==> src/rtl/adc_readout_pkg.sv <==
// adc_readout_pkg
// Shared definitions for the ADC readout serializer slice:
//   DATA_W_DEFAULT - default ADC result width
//   ser_state_t    - serializer FSM state encoding
//   level_width()  - width of a FIFO occupancy count for a given depth
package adc_readout_pkg;

    localparam int DATA_W_DEFAULT = 9;

    typedef enum logic [1:0] {
        ST_IDLE,
        ST_SHIFT,
        ST_GAP
    } ser_state_t;

    // Occupancy must be able to represent DEPTH itself, hence the +1.
    function automatic int level_width(input int depth);
        return $clog2(depth) + 1;
    endfunction

endpackage

==> src/rtl/adc_sample_fifo.sv <==
// adc_sample_fifo
// Synchronous FIFO with a combinational read head (first-word fall-through).
// Ports:
//   clock, reset     - rising-edge clock, synchronous active-high reset
//   push, wr_data    - write request and data
//   pop              - read request; advances past the head shown on rd_data
//   rd_data          - current head entry
//   full, empty      - occupancy flags
//   level            - current occupancy (0..DEPTH)
// A push while full is accepted only if a pop happens in the same cycle.
module adc_sample_fifo
    import adc_readout_pkg::*;
#(
    parameter int WIDTH = DATA_W_DEFAULT,
    parameter int DEPTH = 8
) (
    input  logic                          clock,
    input  logic                          reset,
    input  logic                          push,
    input  logic [WIDTH-1:0]              wr_data,
    input  logic                          pop,
    output logic [WIDTH-1:0]              rd_data,
    output logic                          full,
    output logic                          empty,
    output logic [level_width(DEPTH)-1:0] level
);

    localparam int PTR_W = $clog2(DEPTH);
    localparam int LVL_W = level_width(DEPTH);

    logic [WIDTH-1:0] mem [DEPTH];
    logic [PTR_W-1:0] wr_ptr;
    logic [PTR_W-1:0] rd_ptr;
    logic             do_push;
    logic             do_pop;

    assign full    = (level == LVL_W'(DEPTH));
    assign empty   = (level == '0);
    assign do_pop  = pop && !empty;
    assign do_push = push && (!full || do_pop);
    assign rd_data = mem[rd_ptr];

    always_ff @(posedge clock) begin
        if (do_push) begin
            mem[wr_ptr] <= wr_data;
        end
    end

    always_ff @(posedge clock) begin
        if (reset) begin
            wr_ptr <= '0;
            rd_ptr <= '0;
            level  <= '0;
        end else begin
            if (do_push) begin
                wr_ptr <= wr_ptr + PTR_W'(1);
            end
            if (do_pop) begin
                rd_ptr <= rd_ptr + PTR_W'(1);
            end
            if (do_push && !do_pop) begin
                level <= level + LVL_W'(1);
            end else if (do_pop && !do_push) begin
                level <= level - LVL_W'(1);
            end
        end
    end

endmodule

==> src/rtl/adc_readout_serializer.sv <==
// adc_readout_serializer
// Captures each ADC conversion result on the rising edge of adc_done,
// buffers it, and streams it MSB-first on a 3-wire serial port.
// Ports:
//   clock, reset  - rising-edge clock, synchronous active-high reset
//   enable        - capture/stream enable
//   adc_data      - ADC result, stable for >=4 clocks after adc_done rises
//   adc_done      - asynchronous conversion-complete strobe
//   sck, sdo      - serial clock (idles low) and data (changes on sck fall)
//   frame_n       - active-low word frame
//   overflow      - sticky flag, set when a sample is dropped on a full FIFO
//   fifo_level    - FIFO occupancy
//
// Serializer states:
//   state    | meaning
//   ST_IDLE  | waiting for a buffered word with enable high
//   ST_SHIFT | frame_n low; each bit CLK_DIV clocks sck low, CLK_DIV high
//   ST_GAP   | frame_n high, sck/sdo low for 2*CLK_DIV clocks
module adc_readout_serializer
    import adc_readout_pkg::*;
#(
    parameter int DATA_W     = DATA_W_DEFAULT,
    parameter int FIFO_DEPTH = 8,
    parameter int CLK_DIV    = 4
) (
    input  logic                               clock,
    input  logic                               reset,
    input  logic                               enable,
    input  logic [DATA_W-1:0]                  adc_data,
    input  logic                               adc_done,
    output logic                               sck,
    output logic                               sdo,
    output logic                               frame_n,
    output logic                               overflow,
    output logic [level_width(FIFO_DEPTH)-1:0] fifo_level
);

    localparam int DIV_W = $clog2(2 * CLK_DIV);
    localparam int BIT_W = $clog2(DATA_W + 1);
    localparam logic [DIV_W-1:0] DIV_LOAD = DIV_W'(CLK_DIV - 1);
    localparam logic [DIV_W-1:0] GAP_LOAD = DIV_W'(2 * CLK_DIV - 1);
    localparam logic [BIT_W-1:0] BIT_LOAD = BIT_W'(DATA_W - 1);

    logic              done_meta;
    logic              done_sync;
    logic              done_prev;
    logic              cap_req;

    logic [DATA_W-1:0] fifo_rd_data;
    logic              fifo_full;
    logic              fifo_empty;
    logic              start_word;

    ser_state_t        state;
    logic [DIV_W-1:0]  div_cnt;
    logic [BIT_W-1:0]  bit_cnt;
    logic [DATA_W-2:0] rest;

    always_ff @(posedge clock) begin
        if (reset) begin
            done_meta <= 1'b0;
            done_sync <= 1'b0;
            done_prev <= 1'b0;
        end else begin
            done_meta <= adc_done;
            done_sync <= done_meta;
            done_prev <= done_sync;
        end
    end

    assign cap_req = done_sync && !done_prev && enable;

    // Popping straight out of the last gap cycle keeps back-to-back words
    // separated by exactly 2*CLK_DIV clocks instead of paying an IDLE cycle.
    assign start_word = enable && !fifo_empty &&
                        ((state == ST_IDLE) || (state == ST_GAP && div_cnt == '0));

    adc_sample_fifo #(
        .WIDTH (DATA_W),
        .DEPTH (FIFO_DEPTH)
    ) u_fifo (
        .clock   (clock),
        .reset   (reset),
        .push    (cap_req),
        .wr_data (adc_data),
        .pop     (start_word),
        .rd_data (fifo_rd_data),
        .full    (fifo_full),
        .empty   (fifo_empty),
        .level   (fifo_level)
    );

    always_ff @(posedge clock) begin
        if (reset) begin
            overflow <= 1'b0;
        end else if (cap_req && fifo_full && !start_word) begin
            overflow <= 1'b1;
        end
    end

    always_ff @(posedge clock) begin
        if (reset) begin
            state   <= ST_IDLE;
            sck     <= 1'b0;
            sdo     <= 1'b0;
            frame_n <= 1'b1;
            div_cnt <= '0;
            bit_cnt <= '0;
            rest    <= '0;
        end else begin
            case (state)
                ST_IDLE: begin
                    if (start_word) begin
                        state   <= ST_SHIFT;
                        frame_n <= 1'b0;
                        sck     <= 1'b0;
                        sdo     <= fifo_rd_data[DATA_W-1];
                        rest    <= fifo_rd_data[DATA_W-2:0];
                        div_cnt <= DIV_LOAD;
                        bit_cnt <= BIT_LOAD;
                    end
                end
                ST_SHIFT: begin
                    if (div_cnt != '0) begin
                        div_cnt <= div_cnt - DIV_W'(1);
                    end else if (!sck) begin
                        sck     <= 1'b1;
                        div_cnt <= DIV_LOAD;
                    end else if (bit_cnt == '0) begin
                        state   <= ST_GAP;
                        frame_n <= 1'b1;
                        sck     <= 1'b0;
                        sdo     <= 1'b0;
                        div_cnt <= GAP_LOAD;
                    end else begin
                        sck     <= 1'b0;
                        sdo     <= rest[DATA_W-2];
                        rest    <= rest << 1;
                        bit_cnt <= bit_cnt - BIT_W'(1);
                        div_cnt <= DIV_LOAD;
                    end
                end
                ST_GAP: begin
                    if (div_cnt != '0) begin
                        div_cnt <= div_cnt - DIV_W'(1);
                    end else if (start_word) begin
                        state   <= ST_SHIFT;
                        frame_n <= 1'b0;
                        sck     <= 1'b0;
                        sdo     <= fifo_rd_data[DATA_W-1];
                        rest    <= fifo_rd_data[DATA_W-2:0];
                        div_cnt <= DIV_LOAD;
                        bit_cnt <= BIT_LOAD;
                    end else begin
                        state <= ST_IDLE;
                    end
                end
                default: begin
                    state <= ST_IDLE;
                end
            endcase
        end
    end

endmodule
==> config.mk <==
export PLATFORM = sky130hd
export DESIGN_NAME = adc_readout_serializer
export DESIGN_NICKNAME = d
export VERILOG_FILES = /design/src/rtl/adc_readout_pkg.sv /design/src/rtl/adc_sample_fifo.sv /design/src/rtl/adc_readout_serializer.sv
export SDC_FILE = /design/constraint.sdc
export NUM_CORES = 1
export LEC_CHECK = 0
export CAP_MARGIN = 10
export CORE_MARGIN = 3
export CORE_UTILIZATION = 48
export CTS_BUF_LIST = sky130_fd_sc_hd__clkbuf_4 sky130_fd_sc_hd__clkbuf_8
export CTS_CLUSTER_DIAMETER = 80
export DETAILED_ROUTE_END_ITERATION = 12
export HOLD_SLACK_MARGIN = 0.12
export PLACE_DENSITY = 0.66
export SKIP_LAST_GASP = 1
export SLEW_MARGIN = 25
export SYNTH_ARGS = -nofsm -noshare
export SYNTH_HDL_FRONTEND = slang
export SYNTH_SLANG_ARGS = --single-unit
==> constraint.sdc <==
create_clock -name clock -period 4.2 [get_ports clock]
set_clock_uncertainty 0.2 [all_clocks]
set_input_delay 0.84 -clock clock [delete_from_list [all_inputs] [get_ports clock]]
set_output_delay 0.84 -clock clock [all_outputs]
set_load 0.005 [all_outputs]
Yosys cells after proc, flatten, opt, wreduce, memory -nomap -nowiden
Memories as Yosys holds them, arrays and structs flattened. A register that Yosys moved wholly into a read port is not among the register bits.
Cells that the tools add are included.
{"block": "word_totals", "register_bits": 34, "ram_bits": 72, "in_bits": 13, "output_inout_bits": 8, "word_cells": 109, "n_memories": 1}
{"block": "op_classes", "n_addsub": 6, "n_eq_ne": 9, "n_mux": 48, "n_reduce_logical": 31}
{"name": "u_fifo.mem", "depth": 8, "word_bits": 9, "read_ports": 1, "rd_clocked_by_memory_dff": 1, "write_ports": 1, "line": "adc_sample_fifo.sv:31", "rtl": "logic [WIDTH-1:0] mem [DEPTH];"}
{"cell": "$mux 8", "count": 5}
{"cell": "$mux 4", "count": 7}
{"cell": "$pmux 8 s3", "count": 1}
{"cell": "$mux 3", "count": 7}
{"cell": "$mux 1", "count": 17}
{"cell": "$reduce_and 5->1", "count": 3}
{"cell": "$ne 2x2->1 const B", "count": 6}
{"cell": "$pmux 4 s3", "count": 1}
{"cell": "$logic_and 1x1->1", "count": 11}
{"cell": "$mux 2", "count": 5}
{"cell": "$pmux 1 s3", "count": 3}
{"cell": "$pmux 3 s3", "count": 1}
{"cell": "$logic_not 4->1", "count": 2}
{"cell": "$sub 4x1->4 const B", "count": 2}
{"cell": "$add 3x1->3 const B", "count": 2}
{"cell": "$logic_not 1->1", "count": 6}
{"cell": "$pmux 2 s3", "count": 1}
{"cell": "$reduce_bool 3->1", "count": 2}
{"cell": "$add 4x1->4 const B", "count": 1}
{"cell": "$eq 4x4->1 const B", "count": 1}
{"cell": "$reduce_and 4->1", "count": 1}
{"cell": "$logic_not 3->1", "count": 1}
{"cell": "$reduce_and 3->1", "count": 1}
{"cell": "$sub 3x1->3 const B", "count": 1}
{"cell": "5 further kinds", "count": 6}

Longest topological paths before layout
{"block": "depth", "word_depth": 11, "ltp_mapped": 14, "depth_no_buf": 13}

Modules after synthesis
Synthesis repeated with hierarchy kept, for this count alone.
{"block": "hier_totals", "hier_cells": 326, "area_unflattened_um2": 4703.3}
{"mod": "adc_sample_fifo", "instances": 1, "cells_per_inst": 176, "area_each_um2": 3370.7, "seq_area_each_um2": 2422.3}
{"mod": "adc_readout_serializer", "instances": 1, "cells_per_inst": 150, "area_each_um2": 1332.5, "seq_area_each_um2": 480.5}

Worst setup path after synthesis
Ideal clock, no wire load.
{"block": "synth_path", "path_kind": "input-to-reg", "startpoint": "in enable", "endpoint": "reg u_fifo.level[3]", "setup_ns": 0.070, "arrival_time_ns": 2.760, "required_time_ns": 3.930, "slack_ns": 1.170, "stages": 12, "path_buffers": 1, "cell_sequence": "o41ai_4 -> a21oi_2 -> buf_6 -> o21a_1 -> ha_1 -> inv_1 -> ha_1 -> a21o_1 -> a21oi_1 -> xnor2_1 -> or3_1 -> a21oi_1"}
{"block": "synth_between", "elab_chain_cells": 8, "word_cells_on_any_way": 12, "classes_between": "mux: 1; reduce/logical: 11"}
{"element": "from (decl)", "line": "adc_readout_serializer.sv:28", "rtl": "input logic enable,"}
{"element": "$logic_and 1x1->1 (2 in series)", "line": "adc_readout_serializer.sv:75", "rtl": "assign start_word = enable && !fifo_empty &&"}
{"element": "$logic_and 1x1->1", "line": "adc_sample_fifo.sv:39", "rtl": "assign do_pop = pop && !empty;"}
{"element": "$logic_or 1x1->1", "line": "adc_sample_fifo.sv:40", "rtl": "assign do_push = push && (!full || do_pop);"}
{"element": "$logic_and 1x1->1 *", "line": "adc_sample_fifo.sv:40"}
{"element": "via u_fifo.do_push", "line": "adc_sample_fifo.sv:34", "rtl": "logic do_push;"}
{"element": "$logic_not 1->1", "line": "adc_sample_fifo.sv:63", "rtl": "end else if (do_pop && !do_push) begin"}
{"element": "$logic_and 1x1->1", "line": "adc_sample_fifo.sv:63"}
{"element": "$reduce_bool 2->1 (no line)"}
{"element": "to (signal assigned)", "line": "adc_sample_fifo.sv:62", "rtl": "level <= level + LVL_W'(1);"}
{"element": "to (signal assigned)", "line": "adc_sample_fifo.sv:64", "rtl": "level <= level - LVL_W'(1);"}
{"element": "to (decl)", "line": "adc_sample_fifo.sv:25", "rtl": "output logic [level_width(DEPTH)-1:0] level"}
Mark *: on every way through the listed nets, which the timed path passes. The rest lies on a longest branch.
A chain may end at the register's enable or synchronous reset.

Worst setup path in the final report
Ends and elaborated chain as after synthesis.

==> metrics.md <==
| Metric | Value |
|---|---|
| Status | complete, no violations |
| RR Endpoint | u_fifo.level[3] |
| Max Fanout on Critical Path | 7 |
| Max VDD drop | 0.000244 V |
| Warnings, synthesis | 0 |
| Die H | 105 um |
| Dpl hpwl | 6.20 mm |
| Synth Register Bits | 109 |
| Clock Tree Buf Depth | 2 |
| Max Transition Viols Final | 0 |
| Syn avg cell area | 13.5 um^2 |
| Antenna violations before repair | 0 |
| Worst r2r src | state[0] |
| Root Buffer | clkbuf_8 |
| Syn nets | 378 |
| Setup Fix Bufs, Post-CTS | 0 |
| Area of the multi-input gates | 1670 um^2 |
| Core box area | 9420 um^2 |
| Reg area | 2900 um^2 |
| RSZ-0062 raised after global routing | no |
| Drc violations | 0 |
| Starting Density | 50.4% |
| Mapped Area | 4750 um^2 |
| Period minus WS final | 3.47 ns |
| Worst-path clk slew | 0.11 ns |
| Finished Core Util | 56.4% |
| Post-synth top flop | edfxtp_1 |
| CP startpoint | enable |
| Vias in the first global route | 2748 |
| Top Ports | 21 |
| Critical path class | in2reg |
| IO Port Bufs | 20 |
| Final wirelength | 9.03 mm |
| Slew margin rel. | 29.2% |
| R2R Setup Slk | 0.94 ns |
| Worst skew pair latency | 0.37 ns |
| Vias | 2856 |
| Placer Congestion | 0.838 |
| Hold Crit Class | reg2reg |
| Worst-Margin Slew | 1.05 ns |
| Startpoint Class | primary input |
| Final hold slack | 0.252 ns |
| CP max-delay cell | clkdlybuf4s50_1 |
| Register area share after synthesis | 61.1% |
| Nets | 407 |
| Critical path endpoint category | flip-flop |
| TritonCTS buffer count | 9 |
| Die Wd | 105 um |
| Cells after Synth | 351 |
| Site Rows | 35 |
| Distinct cells, synth | 59 |
| Initial drt markers | 145 |
| Largest net degree at the start of global routing | 36 |
| Worst hold stages | 1 |
| Hold Vio Cnt, Final | 0 |
| Post-synth top area cell | edfxtp_1 |
| Overall routing resource usage | 17.1% |
| Pwr Total | 3030 uW |
| Area share of the largest cell type after synthesis | 45.5% |
| Post_cts resized | 0 |
| Post-synth EDFFs | 72 |
| Hold Crit Start | done_meta |
| Share of cells above drive strength 1 | 14.5% |
| PwrDens | 570 nW/um^2 |
| DRT antenna net count | 0 |
| Total Neg Setup Slack | 0 ns |
| H-tree depth | 3 |
| Fraction of registers with async set/reset | 0% |
| Hold Path End | done_sync |
| Hold_buf cts | 0 |
| Period utilization | 82.7% |
| Die area | 11100 um^2 |
| Routed vias/inst | 5.56 |
| Maxcap violations | 0 |
| ANT cells | 0 |
| CTS tree | built |
| Worst EP arrival | 3.57 ns |
| First-pass GRT wire length | 14.7 mm |
| GRT overflow | 0 |
| Slowest stage delay, CP | 0.52 ns |
| Critical Path RT | 4.30 ns |
| Top post-synthesis cells by area | edfxtp_1 (46%), dfxtp_1 (16%), mux4_2 (4.3%), ha_1 (3.4%), a21oi_1 (3.1%) |
| R2r worst-path depth | 13 |
| Pre-Repair DR Iteration Count | 4 |
| Leakage | 0.00175 uW |
| Clk sink count | 109 |
| Routed len/inst | 17.6 um |
| CP cell instances | clkdlybuf4s50_1 > o41ai_4 > a21oi_2 > o21a_1 > ha_1 > inv_1 > ha_1 > a21o_1 > a21oi_1 > xnor2_1 > or3_1 > a21oi_1 |
| Setup Viol. Count Final | 0 |
| # fillers | 768 |
| Fmax | 0.288 GHz |
| Area Overhead vs Synth | 11.8% |
## per-layer routing
layer,up-vias,track usage (%),wire length (um)
met2,49,26.1,4270
met4,0,4.78,66
li1,1389,-,-
met5,-,0,0
met1,1412,24.8,4370
met3,6,3.43,323
## worst max-delay path by stage
stage | to | slack, ns
final | u_fifo.level[3] | 0.73
after global routing | u_fifo.level[3] | 0.46
after CTS | u_fifo.level[3] | 0.74
after detailed placement | u_fifo.level[3] | 0.37
after global placement | u_fifo.level[3] | 0.47
after floorplan | u_fifo.level[3] | 1.17
## layout by cell type (no fill, tap or decap), drive strengths merged, types with 7 or more instances in the layout
cell type / Yosys / final
o21ai: 13 / 13
a21oi: 31 / 31
edfxtp: 72 / 72
clkdlybuf4s50: 0 / 20
a211oi: 20 / 20
nor2: 26 / 26
mux2i: 11 / 11
ha: 13 / 13
a2111oi: 7 / 7
nor2b: 19 / 19
dfxtp: 37 / 37
clkbuf: 8 / 10
mux4: 10 / 10
nand2: 8 / 8
buf: 10 / 16
inv: 14 / 17
## sequential cells by signal, summed over array words and instances, names as in the netlist, named ones only
| signal | count |
|---|---|
| done_prev | 1 |
| u_fifo.rd_ptr | 3 |
| u_fifo.wr_ptr | 3 |
| bit_cnt | 4 |
| state | 2 |
| div_cnt | 3 |
| u_fifo.level | 4 |
| done_sync | 1 |
| done_meta | 1 |
| sdo | 1 |
| u_fifo.mem | 72 |
| rest | 8 |
| sck | 1 |
| overflow | 1 |
| frame_n | 1 |
## area by class of cell
class | instances | share of cell area, %
Timing Repair Buffer | 36 | 6.03
Sequential cell | 109 | 54.7
Inverter | 14 | 0.990
Clock inverter | 6 | 1.32
Multi-Input combinational cell | 210 | 31.5
Tap cell | 129 | 3.04
Clock buffer | 10 | 2.47
## critical path, delay by kind of cell
| kind | cells | cell delay, ns |
|---|---|---|
| XOR/XNOR | 1 | 0.09 |
| AO/OA/AOI/OAI | 6 | 1.21 |
| buffers and inverters | 2 | 0.61 |
| adder cells (fa/ha/maj) | 2 | 0.50 |
| AND/OR/NAND/NOR | 1 | 0.30 |
## cells in the mapped netlist (all sizes together), types with 2 or more instances
cell type / n
ha: 13
inv: 14
xnor2: 3
nor2: 26
a21oi: 31
edfxtp: 72
nand2: 8
nor3: 6
or2: 2
mux2i: 11
mux4: 10
a2111oi: 7
buf: 10
a21o: 2
or4: 3
nor2b: 19
o21ai: 13
nand2b: 6
a211oi: 20
xor2: 3
o211ai: 2
dfxtp: 37
clkbuf: 8
nor4: 2
nand3: 2
## power by group
group          switching [uW]  total, uW  internal [uW]
Sequential                118       1370           1250
Combinational             579       1040            457
Clock                     379        621            242
Total                    1080       3030           1950
## metrics by stage
step | instance area [um^2] | std cells | worst slack (ns)
after detailed placement | 5110 | 498 | 0.369
after CTS | 5310 | 514 | 0.742
after global placement | 5110 | 498 | 0.469
final | 5310 | 514 | 0.726
after floorplan | 4750 | 351 | 1.17
after global routing | 5310 | 514 | 0.463
## cell families after synthesis
logic type               count (synthesis)  synth area share, %
flip-flops                             109                 61.1
XOR/XNOR                                 6                 1.11
adder cells (fa/ha/maj)                 14                 3.85
AO/OA/AOI/OAI                           86                 13.3
AND/OR/NAND/NOR                         82                 9.62
buffers and inverters                   32                 3.69
multiplexers                            22                 7.38
Note: power is estimated with default switching activity, not from simulation.
